==> src/rtl/board_write_scheduler.sv <==
// Write-port scheduler for the 80x60 1-bit whiteboard framebuffer.
// Arbitrates cursor paint writes against a full-board zeroing sweep.
module board_write_scheduler #(
  parameter int COLS = 80,
  parameter int ROWS = 60
) (
  input  logic        clk,
  input  logic        reset,
  input  logic        draw_enable,
  input  logic [6:0]  cursor_x,
  input  logic [5:0]  cursor_y,
  input  logic        pen_black,
  input  logic        clear_req,
  output logic        mem_we,
  output logic [12:0] mem_addr,
  output logic        mem_wdata,
  output logic        clear_busy,
  output logic        clear_done,
  output logic        range_drop
);

  typedef enum logic {IDLE, SWEEP} state_t;

  localparam logic [6:0]  COLS_W    = 7'(COLS);
  localparam logic [5:0]  ROWS_W    = 6'(ROWS);
  localparam logic [12:0] LAST_ADDR = 13'(COLS * ROWS - 1);

  state_t      state, state_next;
  logic [12:0] count, count_next;
  logic [6:0]  last_x;
  logic [5:0]  last_y;
  logic        last_pen;
  logic        pending, pending_next;
  logic        en_q, clr_q;
  logic        exit_q, exit_next;

  logic        change, clr_edge, in_range;
  logic [12:0] paint_addr;
  logic        we_next, wdata_next, busy_next, drop_next;
  logic [12:0] addr_next;

  assign change     = draw_enable &
                      (({cursor_x, cursor_y, pen_black} != {last_x, last_y, last_pen}) | ~en_q);
  assign clr_edge   = clear_req & ~clr_q;
  assign in_range   = (last_x < COLS_W) & (last_y < ROWS_W);
  // y*80 = y*64 + y*16
  assign paint_addr = {1'b0, last_y, 6'b0} + {3'b0, last_y, 4'b0} + {6'b0, last_x};

  always_comb begin
    state_next   = state;
    count_next   = count;
    pending_next = pending;
    exit_next    = 1'b0;
    we_next      = 1'b0;
    addr_next    = 13'd0;
    wdata_next   = 1'b0;
    busy_next    = 1'b0;
    drop_next    = range_drop;
    case (state)
      IDLE: begin
        if (clr_edge) begin
          state_next = SWEEP;
          count_next = 13'd0;
        end else if (pending) begin
          pending_next = 1'b0;
          if (in_range) begin
            we_next    = 1'b1;
            addr_next  = paint_addr;
            wdata_next = last_pen;
          end else begin
            drop_next = 1'b1;
          end
        end
      end
      SWEEP: begin
        busy_next = 1'b1;
        if (clr_edge) begin
          count_next = 13'd0;
        end else begin
          we_next   = 1'b1;
          addr_next = count;
          if (count == LAST_ADDR) begin
            state_next = IDLE;
            count_next = 13'd0;
            exit_next  = 1'b1;
          end else begin
            count_next = count + 13'd1;
          end
        end
      end
      default: state_next = IDLE;
    endcase
    // Repaint the cursor cell over the freshly cleared board.
    if (change || (exit_next && draw_enable)) pending_next = 1'b1;
  end

  always_ff @(posedge clk) begin
    if (reset) begin
      state      <= IDLE;
      count      <= 13'd0;
      last_x     <= 7'd0;
      last_y     <= 6'd0;
      last_pen   <= 1'b0;
      pending    <= 1'b0;
      en_q       <= 1'b0;
      clr_q      <= 1'b0;
      exit_q     <= 1'b0;
      mem_we     <= 1'b0;
      mem_addr   <= 13'd0;
      mem_wdata  <= 1'b0;
      clear_busy <= 1'b0;
      clear_done <= 1'b0;
      range_drop <= 1'b0;
    end else begin
      state      <= state_next;
      count      <= count_next;
      pending    <= pending_next;
      en_q       <= draw_enable;
      clr_q      <= clear_req;
      exit_q     <= exit_next;
      mem_we     <= we_next;
      mem_addr   <= addr_next;
      mem_wdata  <= wdata_next;
      clear_busy <= busy_next;
      clear_done <= exit_q;
      range_drop <= drop_next;
      if (change) begin
        last_x   <= cursor_x;
        last_y   <= cursor_y;
        last_pen <= pen_black;
      end
    end
  end

endmodule

==> config.mk <==
export PLATFORM = sky130hd
export DESIGN_NAME = board_write_scheduler
export DESIGN_NICKNAME = d
export VERILOG_FILES = /design/src/rtl/board_write_scheduler.sv
export SDC_FILE = /design/constraint.sdc
export NUM_CORES = 1
export LEC_CHECK = 0
export BUFFER_PORTS_ARGS = -buffer_cell sky130_fd_sc_hd__buf_2
export CAP_MARGIN = 20
export CORE_ASPECT_RATIO = 0.9
export CORE_MARGIN = 3
export CORE_UTILIZATION = 40
export CTS_CLUSTER_DIAMETER = 150
export DETAILED_ROUTE_END_ITERATION = 8
export PLACE_DENSITY = 0.59
export SETUP_SLACK_MARGIN = 0.15
export SYNTH_ARGS = -nofsm -noshare
export SYNTH_HDL_FRONTEND = slang
export SYNTH_SLANG_ARGS = --single-unit
==> constraint.sdc <==
create_clock -name clk -period 2.75 [get_ports clk]
set_clock_uncertainty 0.2 [all_clocks]
set_input_delay 0.55 -clock clk [delete_from_list [all_inputs] [get_ports clk]]
set_output_delay 0.55 -clock clk [all_outputs]
set_load 0.01 [all_outputs]
==> metrics.md <==
| Metric | Value |
|---|---|
| Ranking of synthesized cells by area | dfxtp_1 (40%), xnor2_1 (6.3%), ha_1 (6.0%) |
| Hold Path Class | flip-flop to flip-flop |
| Clk sinks | 50 |
| Worst setup margin | around 260 ps |
| Setup WS pre-CTS | 142 ps |
| Area Overhead vs Synth | 14.4% |
| Vias post-DR | 2031 |
| Antenna Nets Post-Route | 0 |
| Layout cells sized above 1 | 0.226 |
| Crit Path Max Fanout | 3 |
| Final Hold Fails | 0 |
| R2R cell count | 9 |
| CP endpoint kind | flip-flop |
| Leakage power | about 1.2 nW |
| Synthesized area per cell | 9.35 um^2 |
| IO Count | 36 |
| Synth warn | 0 |
| TritonCTS clock tree | done |
| Initial DRC count | 72 |
| Critical Path AT | 2500 ps |
| Reg clk slew, reported paths | 90 ps |
| Port Buffer Count | 35 |
| Fill cells | just under 600 |
| Setup TNS Final | 0 ps |
| Hold path cells | 1 |
| Worst r2r dst | mem_addr[10] |
| Layout Cells excl Fill | roughly 370 |
| Most numerous cell in the Yosys netlist | dfxtp_1 |
| Die width | around 89 um |
| Maxcap violations | 0 |
| Clock Latency Late Sink | 310 ps |
| Final Power | about 1.5 mW |
| WHS | 257 ps |
| Hold Path End | clear_done |
| Gr usage total | 0.163 |
| Max IR drop VDD | 0.222 mV |
| Predominant post-synthesis flop cell | dfxtp_1 |
| Total CTS buffers | 5 |
| Min cycle time layout | ~2500 ps |
| Final design utilization | 0.488 |
| Mapped Area | 2500 um^2 |
| Post-DP HPWL | 4060 um |
| Hold path startpoint | exit_q |
| Slew HR | 0.627 |
| Crit path from | last_x[6] |
| Area leader, netlist | dfxtp_1 |
| Critical Path RT | roughly 2800 ps |
| P per Cell Area | 512 nW/um^2 |
| WS Path Type | flip-flop to flip-flop |
| Unrepaired setup endpoints after global routing | no |
| Post-synth EDFFs | 0 |
| Rows | 26 |
| Core ar. | 5860 um^2 |
| Vias in the first global route | between 1500 and 2000 |
| Placed instance area | between 2000 and 3000 um^2 |
| Worst slew pin tran | roughly 560 ps |
| Post-synth top cells | dfxtp_1 (50), nand3_1 (21), xnor2_1 (18) |
| Drt first pass iters | 4 |
| DRC | 0 |
| Outcome | finished clean |
| Root Buffer | clkbuf_8 |
| Reg-to-reg setup timing slack | 260 ps |
| Yosys cell types | 41 |
| Async set-or-reset flop fraction in the synthesized netlist | 0 |
| CP startpoint kind | flip-flop |
| Post-synthesis register bit count | 50 |
| Syn Nets | 299 |
| Finish-stage setup viols | 0 |
| Clock Path Buffers | 2 |
| Die Area | slightly above 7000 um^2 |
| Final max-slew violation count | 0 |
| DR WL/cell | ~15 um |
| Largest net degree at the start of global routing | 32 |
| R2R Path Start | last_x[6] |
| F_max | about 400 MHz |
| Antenna violations before repair | 0 |
| Hold-fix buffers, CTS | 0 |
| Sequential element share of the synthesized area | 0.401 |
| Placed Cells incl. Taps | 363 |
| GR Overflow Total | 0 |
| Diodes inserted | 0 |
| H-tree levels | 2 |
| Final period util | 0.905 |
| Mapped Cells | ~270 |
| Effective utilization at floorplan | 0.426 |
| Die Y | 81.0 um |
| Fin area | 2860 um^2 |
| Vias per inst | 5.47 |
| Final net count | 332 |
| RD Place Congestion | about 0.80 |
| Top cell type's share of synthesized area | 0.401 |
| First-pass GRT wire length | a little over 9000 um |
| Wirelength, routed | between 5000 and 6000 um |
## cells by family after synthesis
logic type      after synthesis  synth area share
flops                        50             0.401
fa+ha+maj                    14            0.0762
buf+inv                      22            0.0406
xor+xnor                     22            0.0772
simple gates                 76             0.157
mux                           3            0.0125
compound gates               80             0.235
## layout make-up
| cell class | instances | area, um^2 | area share |
|---|---|---|---|
| Multi-Input combinational cell | 195 | 1410 | 0.493 |
| Clock inverter | 3 | 45.0 | 0.0158 |
| Inverter | 8 | 30.0 | 0.0105 |
| Tap cell | 70 | 87.6 | 0.0307 |
| Clock buffer | 5 | 68.8 | 0.0241 |
| Timing Repair Buffer | 40 | 213 | 0.0745 |
| Sequential cell | 50 | 1000 | 0.352 |
## registers in the layout, indices dropped and copies added, names as in the netlist, 6 cells and up
name	count
count	13
last_x	7
last_y	6
mem_addr	13
## power breakdown
group	total (mW)	internal, mW	switching (mW)
clock	0.530	0.271	0.259
combinational	0.167	0.0755	0.0917
sequential	0.764	0.745	0.0195
total	1.46	1.09	0.370
## routing by layer
layer / global-route usage / wire [um]
met1: 0.237 / 2820
met4: 0.0521 / 89
met5: 0 / 0
met3: 0.0385 / 224
met2: 0.237 / 2420
## placed cells by master, fill, tap and decap left out, types with 3 or more instances in the layout
master	count
xnor2_1	18
inv_1	8
a21o_1	6
nand4_1	8
xor2_1	4
buf_2	35
a21oi_1	15
nor2b_1	6
dfxtp_1	47
a22o_1	11
a21bo_1	11
a31oi_1	5
a21oi_2	11
nor3_1	3
o21ai_0	10
nand2_1	13
nand3_1	21
clkbuf_8	5
dfxtp_2	3
ha_1	12
nor2_1	13
buf_4	5
## worst max-delay path by stage
stage | slack, ps | endpoint
6_report | 260 | mem_addr[10]
5_1_grt | 150 | mem_addr[10]
4_1_cts | 200 | mem_addr[10]
3_5_place_dp | 140 | mem_addr[11]
3_3_place_gp | 150 | mem_addr[11]
2_1_floorplan | 240 | mem_addr[11]
## what timing repair did
item                                    4_1_cts  5_1_grt
setup buffers                                 0        0
endpoints found under the setup margin        1        3
gates resized for setup                       2        4
pin swaps                                     0        1
## critical path: stages (launching register included)
cell      delay (ps)
dfxtp_2          350
inv_1             70
fa_1             540
inv_1             70
ha_1             320
a211oi_2         210
o21bai_1         100
a21o_1           200
xor2_1           140
a22o_1           190
Note: power is estimated with default switching activity, not from simulation.
